## config.mk

```make
export PLATFORM = sky130hd
export DESIGN_NAME = pc_sequencer
export DESIGN_NICKNAME = d
export VERILOG_FILES = /design/src/rtl/pc_sequencer.sv
export SDC_FILE = /design/constraint.sdc
export NUM_CORES = 1
export LEC_CHECK = 0
export ABC_AREA = 1
export BUFFER_PORTS_ARGS = -buffer_cell sky130_fd_sc_hd__buf_2
export CAP_MARGIN = 20
export CORE_MARGIN = 2
export CORE_UTILIZATION = 35
export DETAILED_ROUTE_END_ITERATION = 8
export PLACE_DENSITY_LB_ADDON = 0.2
export SLEW_MARGIN = 10
export SYNTH_ARGS = -nofsm -noshare
export SYNTH_HDL_FRONTEND = slang
export SYNTH_SLANG_ARGS = --single-unit
```

## constraint.sdc

```tcl
create_clock -name clock -period 2.14 [get_ports clock]
set_clock_uncertainty 0.05 [all_clocks]
set_input_delay 0.321 -clock clock [delete_from_list [all_inputs] [get_ports clock]]
set_output_delay 0.321 -clock clock [all_outputs]
set_load 0.01 [all_outputs]
```

## src/rtl/pc_sequencer.sv

```systemverilog
// Program-counter sequencer for the lab CPU: streams the program into instruction
// memory, then alternates FETCH/EXEC, resolving halt > stall > jump > branch > +1.
module pc_sequencer #(
  parameter int DATA_WIDTH = 32,
  parameter int ADDR_WIDTH = 6
) (
  input  logic                        clock,
  input  logic                        reset,
  input  logic                        start,
  input  logic                        load_valid,
  input  logic [DATA_WIDTH-1:0]       load_data,
  input  logic                        load_last,
  output logic                        imem_we,
  output logic [ADDR_WIDTH-1:0]       imem_waddr,
  output logic [DATA_WIDTH-1:0]       imem_wdata,
  output logic [ADDR_WIDTH:0]         load_count,
  input  logic [(2**ADDR_WIDTH)-1:0]  atual,
  output logic [(2**ADDR_WIDTH)-1:0]  proximo,
  output logic                        ir_load,
  input  logic                        jump,
  input  logic [(2**ADDR_WIDTH)-1:0]  jump_target,
  input  logic                        branch_taken,
  input  logic [(2**ADDR_WIDTH)-1:0]  branch_target,
  input  logic                        stall,
  input  logic                        halt_instr,
  output logic                        running,
  output logic                        halted
);

  localparam int PCW = 2 ** ADDR_WIDTH;
  localparam logic [ADDR_WIDTH:0] CNT_ONE = 1;
  localparam logic [PCW-1:0]      PC_ONE  = 1;

  typedef enum logic [2:0] {
    S_LOAD,
    S_WAIT_START,
    S_FETCH,
    S_EXEC,
    S_HALTED
  } state_t;

  state_t                  state, state_n;
  logic [PCW-1:0]          proximo_n;
  logic                    imem_we_n;
  logic [ADDR_WIDTH-1:0]   imem_waddr_n;
  logic [DATA_WIDTH-1:0]   imem_wdata_n;
  logic [ADDR_WIDTH:0]     load_count_n;
  logic                    ir_load_n;
  logic                    running_n;
  logic                    halted_n;

  always_ff @(posedge clock) begin
    if (reset) begin
      state      <= S_LOAD;
      proximo    <= '0;
      imem_we    <= 1'b0;
      imem_waddr <= '0;
      imem_wdata <= '0;
      load_count <= '0;
      ir_load    <= 1'b0;
      running    <= 1'b0;
      halted     <= 1'b0;
    end else begin
      state      <= state_n;
      proximo    <= proximo_n;
      imem_we    <= imem_we_n;
      imem_waddr <= imem_waddr_n;
      imem_wdata <= imem_wdata_n;
      load_count <= load_count_n;
      ir_load    <= ir_load_n;
      running    <= running_n;
      halted     <= halted_n;
    end
  end

  always_comb begin
    state_n      = state;
    proximo_n    = proximo;
    imem_we_n    = 1'b0;
    imem_waddr_n = imem_waddr;
    imem_wdata_n = imem_wdata;
    load_count_n = load_count;

    case (state)
      S_LOAD: begin
        if (load_valid) begin
          imem_we_n    = 1'b1;
          imem_waddr_n = load_count[ADDR_WIDTH-1:0];
          imem_wdata_n = load_data;
          load_count_n = load_count + CNT_ONE;
          // Writing the top address ends the load even without load_last: no wrap.
          if (load_last || (load_count[ADDR_WIDTH-1:0] == '1)) begin
            state_n = S_WAIT_START;
          end
        end
      end

      S_WAIT_START: begin
        if (start) begin
          state_n   = S_FETCH;
          proximo_n = '0;
        end
      end

      S_FETCH: begin
        state_n = S_EXEC;
      end

      S_EXEC: begin
        if (halt_instr) begin
          proximo_n = atual;
          state_n   = S_HALTED;
        end else if (stall) begin
          state_n = S_EXEC;
        end else if (jump) begin
          proximo_n = jump_target;
          state_n   = S_FETCH;
        end else if (branch_taken) begin
          proximo_n = branch_target;
          state_n   = S_FETCH;
        end else begin
          proximo_n = atual + PC_ONE;
          state_n   = S_FETCH;
        end
      end

      S_HALTED: begin
        state_n = S_HALTED;
      end

      default: begin
        state_n = S_LOAD;
      end
    endcase

    // Status strobes are decoded from the next state so they line up with it.
    ir_load_n = (state_n == S_FETCH);
    running_n = (state_n == S_FETCH) || (state_n == S_EXEC);
    halted_n  = (state_n == S_HALTED);
  end

endmodule

```

Word level (Yosys, flattened, before mapping):

Index checks and enable logic that the tools add are counted.

* register bits after elaboration: 116
* bits of input ports: 233
* output and inout bits: 113
* logic and storage cells: 42

* add/sub/neg operators: 2
* equality and inequality tests: 10
* multiplexer cells: 13
* bitwise logic cells: 1
* reductions and logical operators: 7

Operator list (count)
* $mux W64: 5
* $pmux W64 S2: 1
* $add A64 B1 Y64 const B: 1
* $pmux W3 S5: 1
* $eq A3 B2 Y1 const B: 4
* $mux W3: 4
* $add A7 B1 Y7 const B: 1
* $eq A3 B3 Y1 const B: 2
* $eq A6 B6 Y1 const B: 1
* $eq A3 B1 Y1 const B: 1
* $logic_not A3 Y1: 1
* $ne A3 B3 Y1 const B: 1
* $reduce_and A3 Y1: 1
* $logic_or A1 B1 Y1: 2
* $mux W1: 2
* $ne A2 B2 Y1 const B: 1
* $reduce_and A2 Y1: 1
* $reduce_bool A2 Y1: 1
* $reduce_or A2 Y1: 1
* $not A1 Y1: 1

Logic depth before layout (Yosys ltp):

Gate-level depths: netlist (run 1).

* depth after elaboration: 7
* gate-level depth with buffers: 12
* depth with buffers taken out: 12

Worst setup path after synthesis (run 1):

Ideal clock, no wire load.

* kind: input to register
* start: input atual[0]
* end: register proximo[24]
* arrival: 1504 ps
* data required time: 2024 ps
* setup slack: 520 ps
* stages: 10
* path buffers: 0
* path through: ha_1 -> nand2_2 -> nor2_8 -> nand2_4 -> nor2_4 -> nand2_1 -> xor2_1 -> o21ai_1 -> nand2_1 -> a21oi_2

* cells in the longest elaborated chain, start to end: 6

RTL lines
* start: declaration: line 17 `input logic [(2**ADDR_WIDTH)-1:0] atual,`
* $add A64 B1 Y64: line 122 `proximo_n = atual + PC_ONE;`
* $mux W64: line 118 `end else if (branch_taken) begin`
* $mux W64: line 115 `end else if (jump) begin`
* $mux W64: line 113 `end else if (stall) begin`
* $mux W64: line 110 `if (halt_instr) begin`
* $pmux W64 S2: line 84 `case (state)`
* end signal: assignment: line 65 `proximo <= proximo_n;`
* end: declaration: line 18 `output logic [(2**ADDR_WIDTH)-1:0] proximo,`

No other way between the ends. The select of a mux whose other input is x is not followed.
A chain may end at the register's enable or synchronous reset.

Final worst setup path (run 1):

* start: register state[2]
* end: register proximo[1]

* cells in the longest elaborated chain, start to end: 3
* elaborated cells between the ends (all ways): 7
* classes of those cells: eq/ne (4); mux (1); reduce/logical (2)

RTL lines
* start: declaration: line 42 `state_t state, state_n;`
* start signal: assignment: line 64 `state <= state_n;`
* $eq A3 B2 Y1 or $eq A3 B1 Y1 (tied branches): line 84
* $ne A3 B3 Y1 (no source line), or another cell as far along
* $reduce_and A3 Y1 (no source line)

Parallel ways exist; a longest one is shown, timed or not.

==> flow_metrics.env, run 1 <==
export IMPL_synth_top_area_share=0.284
export IMPL_initial_utilization=0.359
export IMPL_syn_avg_cell_area_um2=5.77
export IMPL_p_leak_nw=5.50
export IMPL_slew_viol_final=0
export IMPL_routed_wl_mm=38.2
export IMPL_dr_pass1_iters=5
export IMPL_cp_cell_sequence="inv_1 > nand3_1 > o21ai_4 > buf_4 > nand2_1 > o221a_2"
export IMPL_status="complete, no violations"
export IMPL_cp_end_kind="flip-flop"
export IMPL_cpPeakStageDelay_ps=360
export IMPL_io_buffers=345
export IMPL_grt_setup_unrepaired="false"
export IMPL_cts_resized=0
export IMPL_critical_path_class="flip-flop to flip-flop"
export IMPL_hold_class="input pin to flip-flop"
export IMPL_area_growth_pct=35.0
export IMPL_ys_types=33
export IMPL_clkTransAtPathRegs_ps=70
export IMPL_ys_seq_area_frac=0.284
export IMPL_ios=346
export IMPL_fin_setup_tns_ps=0
export IMPL_slowest_stage="buf_4"
export IMPL_cts_hold_buffers=0
export IMPL_drive_gt1_frac=0.261
export IMPL_cts_max_level=4
export IMPL_clk_latency_ps=420
export IMPL_period_share=0.837
export IMPL_cts_buffers=17
export IMPL_synth_warnings=0
export IMPL_cts_root_buf="clkbuf_16"
export IMPL_drt_wirelength_per_cell_um=18.3
export IMPL_ys_seq_elements=116
export IMPL_antenna_found_initial=9
export IMPL_synthCells=1419
export IMPL_grt_pass1_vias=9968
export IMPL_finalPower_mw=6.92
export IMPL_syn_nets=1654
export IMPL_cp_max_fo=33
export IMPL_avgViaCountPerCell=5.17
export IMPL_ys_flop_type="dfxtp_1"
export IMPL_gp_congestion=0.998
export IMPL_post_cts_buffers=0
export IMPL_grt_max_degree=82
export IMPL_power_density_nw_per_um2=626
export IMPL_setup_viol=0
export IMPL_yosys_area_top_type="dfxtp_1"
export IMPL_die_h_um=157
export IMPL_postRouteAntennaNets=0
export IMPL_dp_hpwl_mm=30.0
export IMPL_gr_usage_all_layers=0.301
export IMPL_clk_path_buf_depth=2
export IMPL_drc=0
export IMPL_die_w_um=157
export IMPL_die_area_um2=24600
export IMPL_gr_total_overflow=0
export IMPL_core_area_um2=22800
export IMPL_cp_required_ps=2410
export IMPL_cts_tree="done"
export IMPL_relSlewSlack=0.677
export IMPL_drt_initial_drc_count=875
export IMPL_synth_edf_count=0
export IMPL_cp_start_kind="flip-flop"
export IMPL_synthArstFlopShare=0
export IMPL_tightest_slew_ps=484
export IMPL_syn_area_um2=8190
export IMPL_fin_crit_ps=1790
export IMPL_ir_drop_uv=452
export IMPL_std_cell_rows=55
export IMPL_crit_arrival_ps=2060
export IMPL_hold_viol=0
export IMPL_final_nets=1987
export IMPL_cts_sinks=116
export IMPL_grt_pass1_wl_mm=56.6
export IMPL_cap_viol_max_count=0
export IMPL_vias=10800
export IMPL_fmax_mhz=559
export IMPL_ys_top_cells_by_area="dfxtp_1 28%, nor2_1 14%, nand2_1 13%"
[sequential cells by signal (all words and copies together) (netlist names)]
register and flops:
state 3, imem_we 1, imem_wdata 32, imem_waddr 6, proximo 64, load_count 7, running 1, ir_load 1
halted 1
[final timing paths]
path                 start              to  slack [ps]  cells past startpoint
min          load_data[20]  imem_wdata[20]         100                      3
max reg2reg       state[2]      proximo[1]         350                      6
min reg2reg  load_count[6]   load_count[6]         420                      2
max               state[2]      proximo[1]         350                      6
[synthesized netlist by cell type, types with 11 or more instances]
cell type	count
a21oi_1	130
nand4_1	15
nand2_1	277
nand3_1	94
inv_1	118
dfxtp_1	116
clkbuf_1	67
nor2_1	308
xor2_1	20
o21ai_1	13
o21ai_0	178
o211ai_1	11
[critical path: cells and delay by family, from the launching register on]
family	cells	cell delay, ps
compound gates	2	540
buf+inv	2	480
flops	1	330
simple gates	2	300
[layer usage]
layer | share of wire | global-route usage
met5 | 0.00034 | 0
met4 | 0.044 | 0.141
met1 | 0.42 | 0.382
met3 | 0.082 | 0.0603
met2 | 0.45 | 0.493
[cells by family after synthesis]
logic type,after synthesis,synth area share
DFF,116,0.284
AOI/OAI and AO/OA,351,0.224
buffers and inverters,198,0.0919
adders and majority gates,2,0.00306
xor gates and xnor gates,22,0.0235
and+or+nand+nor,730,0.374
[layout by cell type, fill, tap and decap left out, drive strengths merged, types with 3 or more instances in the layout]
| cell type | Yosys | routed |
|---|---|---|
| a31oi | 10 | 10 |
| nor3 | 6 | 6 |
| nand3 | 95 | 95 |
| o21ai | 191 | 191 |
| buf | 8 | 389 |
| nor2 | 326 | 326 |
| diode | 0 | 7 |
| nand2 | 286 | 286 |
| bufinv | 0 | 3 |
| nand4 | 15 | 15 |
| xor2 | 20 | 20 |
| inv | 122 | 125 |
| o211ai | 11 | 11 |
| clkbuf | 67 | 18 |
| a21oi | 133 | 133 |
| clkinv | 1 | 7 |
| dfxtp | 116 | 116 |
[area by class of cell]
class	count	area, um2
inverter	123	462
tap	313	392
timing repair buffer	389	2130
sequential	116	2320
clock inverter	14	176
clock buffer	18	429
fill	2542	11700
multi-input combinational	1105	5120
antenna	7	17.5
[power by group]
part	total, mW	internal, mW	switching, mW	leakage (nW)
registers	2.42	2.33	0.0897	0.950
clock network	3.06	1.85	1.21	0.291
logic	1.43	0.548	0.884	4.26
[per-stage QoR]
stage               setup slack, ps  cell area (um2)  utilization  instances  hold slack, ps
floorplan                       520             8190            -       1419             429
global placement               50.5            10400        0.458       2046             406
detailed placement             56.7            10400        0.458       2046             408
CTS                             373            11000        0.485       2078            92.0
global route                    219            11100        0.485       2085             100
finish                          350            11100        0.485       2085             101
Note: power is estimated with default switching activity, not from simulation.
==> run 2: changes to the inputs <==
==> constraint.sdc (replaced) <==
create_clock -name clock -period 1.55 [get_ports clock]
set_clock_uncertainty 0.05 [all_clocks]
set_input_delay 0.2325 -clock clock [delete_from_list [all_inputs] [get_ports clock]]
set_output_delay 0.2325 -clock clock [all_outputs]
set_load 0.01 [all_outputs]
==> run 2 against run 1 <==
Net effect:
- fmax rose by 16%
- die area is the same
- critical path depth up 2
- cell count rose by 5.8%
- via count is 4.2% higher
- power increased by 46%
- sequential share of layout area is 2.4 points lower
- critical path type unchanged
==> flow_metrics.env, run 2 (same netlist as run 1, synthesis figures left out) <==
export IMPL_status="complete, no violations"
export IMPL_die_w_um=157
export IMPL_final_cell_mix="345 x buf_2, 299 x nor2_1, 272 x nand2_1"
export IMPL_largest_register_ffs=64
export IMPL_regMostFlops="proximo"
export IMPL_cp_required_ps=1800
export IMPL_seq_power_share=0.332
export IMPL_fin_crit_ps=1550
export IMPL_grt_max_degree=70
export IMPL_ir_drop_uv=621
export IMPL_cp_startpoint="state[2]"
export IMPL_fmax_mhz=646
export IMPL_mostFrequentLayoutCell="buf_2"
export IMPL_largestRegisters="proximo: 64 flops, imem_wdata: 32 flops, load_count: 7 flops"
export IMPL_gr_total_overflow=0
export IMPL_cts_sinks=116
export IMPL_fin_setup_tns_ps=0
export IMPL_clkTransAtPathRegs_ps=60
export IMPL_combPwrFrac=0.236
export IMPL_avgViaCountPerCell=5.09
export IMPL_relSlewSlack=0.758
export IMPL_cp_cell_sequence="inv_2 > nand4_1 > o21ai_4 > buf_12 > buf_12 > o21ai_1 > a21oi_1 > nor2_1"
export IMPL_drt_wirelength_per_cell_um=17.9
export IMPL_cts_hold_buffers=0
export IMPL_clk_path_buf_depth=2
export IMPL_grt_pass1_vias=10600
export IMPL_p_switching_mw=3.13
export IMPL_p_leak_nw=6.25
export IMPL_hold_viol=0
export IMPL_cts_buffers=17
export IMPL_ios=346
export IMPL_core_area_um2=22800
export IMPL_grt_setup_unrepaired="true"
export IMPL_initial_utilization=0.359
export IMPL_p_sw_frac=0.310
export IMPL_power_density_nw_per_um2=805
export IMPL_fillers=2355
export IMPL_vias=11200
export IMPL_cp_max_fo=9
export IMPL_grt_pass1_wl_mm=57.0
export IMPL_clk_latency_ps=420
export IMPL_dp_hpwl_mm=30.2
export IMPL_clkPwrFrac=0.432
export IMPL_postRouteAntennaNets=0
export IMPL_gr_usage_all_layers=0.302
export IMPL_hold_class="input pin to flip-flop"
export IMPL_critical_path_class="flip-flop to flip-flop"
export IMPL_dp_cells=2149
export IMPL_drive_gt1_frac=0.329
export IMPL_slew_viol_final=0
export IMPL_cts_tree="done"
export IMPL_cap_viol_max_count=0
export IMPL_slowest_stage="dfxtp_2"
export IMPL_crit_arrival_ps=1800
export IMPL_final_nets=2109
export IMPL_std_cell_rows=55
export IMPL_drc=0
export IMPL_rr_startpoint="state[2]"
export IMPL_cts_root_buf="clkbuf_16"
export IMPL_area_growth_pct=53.2
export IMPL_period_share=0.999
export IMPL_gp_congestion=0.976
export IMPL_die_area_um2=24600
export IMPL_p_int_mw=6.97
export IMPL_layout_cells_non_filler=2205
export IMPL_crit_top_cell="buf_12"
export IMPL_io_buffers=345
export IMPL_min_from="load_data[23]"
export IMPL_cts_max_level=4
export IMPL_setup_viol=0
export IMPL_cp_start_kind="flip-flop"
export IMPL_tightest_slew_ps=362
export IMPL_cp_end_kind="flip-flop"
export IMPL_dr_pass1_iters=6
export IMPL_drt_initial_drc_count=893
export IMPL_cpPeakStageDelay_ps=320
export IMPL_antenna_found_initial=8
export IMPL_routed_wl_mm=39.6
export IMPL_die_h_um=157
run 2: changes by cell type in the layout (fill, tap and decap cells not counted), moves of 5 or more:
cell,delta
buf_4,+88
buf_6,+7
nand2_2,+5
o21ai_0,-72
nor2_1,-9
o21ai_1,+63
o21ai_2,+9
nor2_2,+7
clkbuf_16,+8
nand2_1,-5
buf_12,+16
run 2: cell type report:
cell class | instances | area [um2] | area share
multi-input combinational | 1105 | 5250 | 0.419
timing repair buffer | 511 | 3460 | 0.276
sequential | 116 | 2330 | 0.186
inverter | 123 | 465 | 0.0371
clock buffer | 17 | 425 | 0.0339
tap | 313 | 392 | 0.0312
clock inverter | 14 | 204 | 0.0163
antenna | 6 | 15.0 | 0.00120
run 2: power groups by stage:
| stage | combinational [mW] | sequential (mW) | clock [mW] |
|---|---|---|---|
| floorplan | 0.890 | 3.51 | 0 |
| global placement | 2.14 | 3.40 | 0 |
| detailed placement | 2.14 | 3.41 | 0 |
| CTS | 2.18 | 3.35 | 4.41 |
| global route | 2.60 | 3.38 | 4.57 |
| finish | 2.38 | 3.35 | 4.37 |
run 2: worst max-delay path, delay by kind of cell (launching register included):
family          cells  cell delay, ps
buf+inv             3             440
compound gates      3             370
simple gates        2             230
flops               1             320
run 2: path summary, 6_finish.rpt:
| kind | endpoint | slack [ps] | cells past startpoint |
|---|---|---|---|
| worst max-delay path | proximo[18] | 2 | 8 |
| worst min-delay path | imem_wdata[23] | 6 | 3 |
| worst min register to register | load_count[6] | 420 | 2 |
| worst max register to register | proximo[18] | 2 | 8 |
run 2: stage by stage:
stage / hold WS [ps] / utilization / worst slack [ps] / instance area, um2 / total power, mW
after floorplan: 349 / - / 18.5 / 8190 / 4.40
after global placement: 404 / 0.500 / -385 / 11400 / 5.54
after detailed placement: 409 / 0.500 / -353 / 11400 / 5.55
after CTS: 4.71 / 0.531 / -16.7 / 12100 / 9.94
after global routing: 14.7 / 0.551 / -60.9 / 12500 / 10.5
final: 5.79 / 0.551 / 2.20 / 12500 / 10.1
run 2: per-layer routing:
| metal | vias up | track usage | part of all wire |
|---|---|---|---|
| met4 | 4 | 0.124 | 0.038 |
| met5 | - | 0 | 0.00068 |
| met2 | 507 | 0.504 | 0.46 |
| met1 | 5070 | 0.373 | 0.42 |
| li1 | 5554 | - | - |
| met3 | 96 | 0.0710 | 0.084 |
run 2: repair_timing:
action,CTS,global route
gates cloned,1,11
buffers inserted,4,4
setup endpoints to repair,64,66
hold endpoints to repair,0,0
gates resized for setup,12,120
pin swaps,4,6
